===== src/rtl/fetch_unit_pkg.sv =====
// Shared definitions for the fetch unit: reset defaults, FSM encoding and F/D payload.
package fetch_unit_pkg;

  localparam int unsigned XLEN = 32;

  localparam logic [XLEN-1:0] RESET_PC_DEFAULT  = 32'h0000_3000;
  localparam logic [XLEN-1:0] NOP_INSTR_DEFAULT = 32'h0000_0000;

  localparam logic [1:0] FS_REQ  = 2'd0;
  localparam logic [1:0] FS_WAIT = 2'd1;
  localparam logic [1:0] FS_HOLD = 2'd2;

  typedef enum logic [1:0] {
    ST_REQ  = FS_REQ,
    ST_WAIT = FS_WAIT,
    ST_HOLD = FS_HOLD
  } fetch_state_e;

  typedef struct packed {
    logic [XLEN-1:0] pc;
    logic [XLEN-1:0] ir;
  } fd_payload_t;

endpackage : fetch_unit_pkg


===== src/rtl/fetch_unit_fd_reg.sv =====
// F/D pipeline register: loads PC/instruction pair when enabled, async active-low reset.
module fd_reg
  import fetch_unit_pkg::*;
#(
  parameter logic [XLEN-1:0] RESET_PC  = RESET_PC_DEFAULT,
  parameter logic [XLEN-1:0] NOP_INSTR = NOP_INSTR_DEFAULT
) (
  input  logic        clk,
  input  logic        rst_n,
  input  logic        i_en,
  input  fd_payload_t i_d,
  output fd_payload_t o_q
);

  fd_payload_t r_q;

  always_ff @(posedge clk or negedge rst_n) begin
    if (!rst_n) begin
      r_q.pc <= RESET_PC;
      r_q.ir <= NOP_INSTR;
    end else if (i_en) begin
      r_q <= i_d;
    end
  end

  assign o_q = r_q;

endmodule : fd_reg


===== src/rtl/fetch_unit.sv =====
// Fetch stage: owns the PC, runs a single-outstanding imem request/response FSM
// and advances the F/D register when an instruction is ready and decode is not stalled.
module fetch_unit
  import fetch_unit_pkg::*;
#(
  parameter logic [XLEN-1:0] RESET_PC  = RESET_PC_DEFAULT,
  parameter logic [XLEN-1:0] NOP_INSTR = NOP_INSTR_DEFAULT
) (
  input  logic            clk,
  input  logic            reset,
  input  logic [XLEN-1:0] NPC,
  input  logic            stall,
  output logic [XLEN-1:0] PC,
  output logic [XLEN-1:0] PC_D,
  output logic [XLEN-1:0] IR_D,
  output logic            fetch_wait,
  output logic            imem_req_valid,
  input  logic            imem_req_ready,
  output logic [XLEN-1:0] imem_addr,
  input  logic            imem_rsp_valid,
  input  logic [XLEN-1:0] imem_rsp_data
);

  fetch_state_e    r_state;
  fetch_state_e    w_next_state;
  logic [XLEN-1:0] r_pc;
  logic [XLEN-1:0] r_hold;
  logic [XLEN-1:0] w_instr;
  logic            w_advance;
  logic            w_capture;
  logic            w_req_valid;
  fd_payload_t     w_fd_d;
  fd_payload_t     w_fd_q;

  // State register
  always_ff @(posedge clk or negedge reset) begin
    if (!reset) begin
      r_state <= ST_REQ;
    end else begin
      r_state <= w_next_state;
    end
  end

  // Next state; responses outside WAIT are dropped, stall always blocks the advance
  always_comb begin
    w_next_state = r_state;
    w_advance    = 1'b0;
    w_capture    = 1'b0;
    w_req_valid  = 1'b0;
    w_instr      = r_hold;
    case (r_state)
      ST_REQ: begin
        w_req_valid = 1'b1;
        if (imem_req_ready) begin
          w_next_state = ST_WAIT;
        end
      end
      ST_WAIT: begin
        w_instr = imem_rsp_data;
        if (imem_rsp_valid) begin
          if (stall) begin
            w_capture    = 1'b1;
            w_next_state = ST_HOLD;
          end else begin
            w_advance    = 1'b1;
            w_next_state = ST_REQ;
          end
        end
      end
      ST_HOLD: begin
        if (!stall) begin
          w_advance    = 1'b1;
          w_next_state = ST_REQ;
        end
      end
      default: w_next_state = ST_REQ;
    endcase
  end

  // PC and hold buffer
  always_ff @(posedge clk or negedge reset) begin
    if (!reset) begin
      r_pc   <= RESET_PC;
      r_hold <= '0;
    end else begin
      if (w_advance) begin
        r_pc <= NPC;
      end
      if (w_capture) begin
        r_hold <= imem_rsp_data;
      end
    end
  end

  assign w_fd_d.pc = r_pc;
  assign w_fd_d.ir = w_instr;

  fd_reg #(
    .RESET_PC  (RESET_PC),
    .NOP_INSTR (NOP_INSTR)
  ) u_fd_reg (
    .clk   (clk),
    .rst_n (reset),
    .i_en  (w_advance),
    .i_d   (w_fd_d),
    .o_q   (w_fd_q)
  );

  assign PC             = r_pc;
  assign PC_D           = w_fd_q.pc;
  assign IR_D           = w_fd_q.ir;
  assign imem_req_valid = w_req_valid;
  assign imem_addr      = r_pc;
  // Held low in reset so the hazard unit sees no bubble request
  assign fetch_wait     = reset & ~w_advance & ~stall;

endmodule : fetch_unit


===== config.mk =====
export PLATFORM = sky130hd
export DESIGN_NAME = fetch_unit
export DESIGN_NICKNAME = d
export VERILOG_FILES = /design/src/rtl/fetch_unit_pkg.sv /design/src/rtl/fetch_unit_fd_reg.sv /design/src/rtl/fetch_unit.sv
export SDC_FILE = /design/constraint.sdc
export NUM_CORES = 1
export LEC_CHECK = 0
export ABC_CLOCK_PERIOD_IN_PS = 4200
export CORE_UTILIZATION = 25
export CTS_CLUSTER_SIZE = 10
export DETAILED_ROUTE_END_ITERATION = 12
export PLACE_DENSITY = 0.51
export SKIP_LAST_GASP = 1
export SLEW_MARGIN = 20
export SYNTH_ARGS = -nofsm -noshare
export SYNTH_HDL_FRONTEND = slang
export SYNTH_SLANG_ARGS = --single-unit

===== constraint.sdc =====
create_clock -name clk -period 4.2 [get_ports clk]
set_clock_uncertainty 0.2 [all_clocks]
set_input_delay 0.42 -clock clk [delete_from_list [all_inputs] [get_ports clk]]
set_output_delay 0.42 -clock clk [all_outputs]
set_load 0.01 [all_outputs]

### After elaboration in Yosys (flattened, before gate mapping)

Index checks and enable logic that the tools add are counted.

* output and inout bits: 130
* bits in registers: 130
* input bits: 69
* word-level logic and storage cells: 29

* reductions and logical operators: 2
* equal/unequal tests: 5
* bitwise gates (word level): 4
* multiplexer cells: 13

Operators by type and width (number)
* $mux 32: 1
* $mux 2: 4
* $mux 1: 6
* $ne 2x2->1 const B: 3
* $pmux 2 s3: 1
* $reduce_and 3->1: 1
* $and 1x1->1: 2
* $eq 2x1->1 const B: 1
* $eq 2x2->1 const B: 1
* $logic_not 2->1: 1
* $not 1->1: 2
* $pmux 1 s2: 1

### Logic depth before layout (Yosys ltp)

* depth after elaboration: 6
* depth in mapped cells: 8
* gate-level depth less buffers: 5

### By module

From an unflattened synthesis, not the netlist that was laid out.

* cell total of the unflattened synthesis: 356
* area, all modules: 5870.6 µm²

Modules (own cells, without submodules)
* fetch_unit: instances 1, seq. area each 1654.1 µm², cells each 221, area an instance 3189.3 µm²
* fd_reg: instances 1, seq. area each 1604.0 µm², cells each 135, area an instance 2681.3 µm²

### Least setup slack after synthesis

Ideal clock, no wire load.

* path type: register to output
* start: register r_state[1]
* end: output fetch_wait
* buffers on the path: 3
* required time: 3.580 ns
* data arrival time: 1.584 ns
* cell stages (with the launch flop): 9
* setup slack: 1.996 ns
* cell sequence: dfrtp_1 > inv_1 > ha_1 > buf_4 > a21oi_1 > nor3b_2 > buf_4 > buf_6 > nor3b_1

* longest elaborated chain between the ends: 5
* elaborated cells between the ends (all ways): 6
* those cells by class: 2 x eq/ne; 1 x mux; 3 x bitwise

Ends and longest elaborated chain
* from (decl): RTL line fetch_unit.sv:24 `fetch_state_e r_state;`
* from (signal assigned): RTL line fetch_unit.sv:40 `r_state <= w_next_state;`
* $eq 2x2->1 / $eq 2x1->1 (equally long branches): RTL line fetch_unit.sv:51 `case (r_state)`
* $pmux 1 s2 (*): RTL line fetch_unit.sv:51
* $not 1->1 (*): RTL line fetch_unit.sv:115 `assign fetch_wait = reset & ~w_advance & ~stall;`
* $and 1x1->1 (*) (2 in a row): RTL line fetch_unit.sv:115
* to (decl): RTL line fetch_unit.sv:16 `output logic fetch_wait,`

Mark *: on every way between the ends. The rest lies on a longest branch, timed or not.

### Worst setup path after layout

* start: register r_state[0]
* end: output fetch_wait

Same word-level chain as after synthesis.

==> metrics.csv <==
metric;value;unit
Design Area, Final;8189;µm²
gr usage total;0.1111;
post-synthesis xor/xnor area fraction;0;
final hold vios;6;
Distinct cells, synth;17;
antenna violation net count after detailed routing;0;
Max Freq;0.3401;GHz
Net Count, Synth;461;
PwrDens;828.2;nW/µm²
Post-CTS Repair Setup Buffers;0;
Synth Area in Compound Gates;0.002382;
clock buffer depth;2;
Via density;4.184;
Final Hold Slack;-0.01486;ns
Mapped Avg Cell Area;14.89;µm²
port bufs;198;
crit-path leading delay family;buffers and inverters;
LEAKAGE;3.372;nW
Final GP Congestion;0.6877;
crit-path cells;inv_1, ha_1, a21oi_1, nor3b_4, nor3b_1, clkdlybuf4s50_1;
initial DRC count;61;
fraction of the yosys area taken by sequential cells;0.5639;
Pins Over Slew Limit;0;
Critical path buffers and inverters;2;
die width;154.0;µm
maxcap violations;0;
Required @ worst endpoint;3.58;ns
Die Span Y;154.0;µm
# hold bufs at CTS;0;
proportion of power drawn by combinational gates;0.439;
Worst Path Arrival;2.32;ns
main combinational cell family by area after synthesis;multiplexers;
Net Sw Frac;0.2987;
Area Overhead vs Synth;41.73;%
Least-Margin Pin Slew;0.9046;ns
crit end category;output port;
post-synthesis mux area share;0.3155;
Rel. slew slack;0.3962;
CTS clk-pin slew, worst paths;0.06;ns
post-cts repair resize count;0;
share of cells above drive strength 1;0.3241;
full die area;23720;µm²
maximum vdd drop;326.9;µV
simple-gate share of the synthesized area;0.005630;
fin crit period;2.940;ns
Final Cycle Share;0.7001;
routed via count;3452;
final setup TNS;0;ns
Placed Area;7589;µm²
DRC viols;0;
initial antenna violation count;0;
first-pass GRT wire length;20530;µm
sw power;2.026;mW
CTS Root Buffer Type;clkbuf_16;
crit start category;flop;
core area;22640;µm²
GR Overflow Total;0;
synthesized area;5778;µm²
Starting Density;0.2552;
placed wire-length estimate;8212;µm
Sequential Power Share;0.339;
CTS Sinks;130;
cells after synthesis;388;
CTS Buf Count;17;
worst skew pair latency;0.40;ns
RSZ-0062 raised after global routing;no;
warnings from Yosys;0;
1st-pass router iterations;4;
final wirelength;12550;µm
internal power;4.756;mW
failing checks;negative hold slack;
io pins;199;
vias in the first global route;3896;
# rows;55;
part of the power in the clock network;0.222;
Seq cells post-synth;130;
post-synthesis adder-cell area fraction;0.008662;
Crit Path Class;reg2out;
H-Tree Depth;4;
antenna fix cells;0;
Layout Nets;601;
# setup viols final;0;
crit-path max cell delay;0.64;ns
# fillers;2202;
largest net degree at the start of global routing;97;
DR WL/cell;15.22;µm
run status;complete, but fails checks;
critical path fanouts, max;3;
CTS tree;built;
Crit-path slowest cell;clkdlybuf4s50_1;
Min-Delay Path Class;in2async;
## layout make-up
cell class | instances | area, µm² | share of cell area
well taps | 285 | 356.6 | 0.04354
inverters | 4 | 15.01 | 0.001833
clock inverters | 13 | 161.4 | 0.01971
clock buffers | 18 | 439.2 | 0.05363
repair buffers | 202 | 2026 | 0.2474
flip-flops and latches | 130 | 3258 | 0.3979
multi-input cells | 173 | 1933 | 0.2361
## placed cells by master, fill, tap and decap left out, types with 2 or more instances in the layout
cell type / count
nand2_1: 2
bufinv_16: 3
dfstp_2: 4
clkinv_2: 4
clkinv_4: 4
clkbuf_16: 17
clkdlybuf4s50_1: 197
mux2_1: 29
dfrtp_1: 126
ha_1: 3
buf_4: 3
mux2_2: 132
inv_1: 4
## metal layers
metal	routed length, µm	vias up	global-route usage
met2	6211	110	0.1885
met5	0	-	0
met3	864	6	0.04171
li1	-	1555	-
met1	5364	1781	0.1285
met4	112	0	0.03714
## state kept, by name (all words and copies together), names as in the netlist
register,flops
u_fd_reg.o_q,64
PC,32
r_hold,32
r_state,2
## Yosys cell counts (all sizes together)
library cell / n / share of area
inv: 4 / 0.0026
clkbuf: 3 / 0.0019
dfstp: 4 / 0.018
nand2: 2 / 0.0013
nor3b: 2 / 0.0035
mux2i: 1 / 0.0017
buf: 78 / 0.099
dfrtp: 126 / 0.55
o221ai: 1 / 0.0015
nand3: 1 / 0.00087
mux2: 161 / 0.31
a21oi: 1 / 0.00087
ha: 4 / 0.0087
## final timing paths
kind	start	end	slack, ns	cells past startpoint
max	r_state[0]	fetch_wait	1.26	6
min	reset	r_hold[20]	-0.01	2
max reg2reg	r_state[1]	r_hold[9]	1.34	5
min reg2reg	u_fd_reg.o_q[32]	u_fd_reg.o_q[32]	0.28	1
max in group asynchronous	reset	PC[27]	2.40	3
min in group clk	u_fd_reg.o_q[32]	u_fd_reg.o_q[32]	0.28	1
## power groups by stage
stage | clock (mW) | sequential, mW | combinational (mW)
finish | 1.51 | 2.30 | 2.98
global route | 1.63 | 2.40 | 3.19
CTS | 1.57 | 2.31 | 3.03
detailed placement | 0 | 2.32 | 3.02
global placement | 0 | 2.28 | 2.99
floorplan | 0 | 2.37 | 1.77
## per-stage QoR
stage	std cells	setup slack (ns)	utilization	power (mW)	hold slack, ns
CTS	825	1.117	0.3617	6.917	0.03191
detailed placement	794	1.263	0.3352	5.339	0.2737
global route	825	1.057	0.3617	7.212	0.04949
floorplan	388	1.996	-	4.141	-0.07559
global placement	794	1.338	0.3352	5.268	0.2667
finish	825	1.260	0.3617	6.782	-0.01486
## logic make-up after synthesis
group / after synthesis
mux: 162
flops: 130
buf+inv: 85
simple gates: 5
fa+ha+maj: 4
compound gates: 2
(Power assumes the default switching activity.)
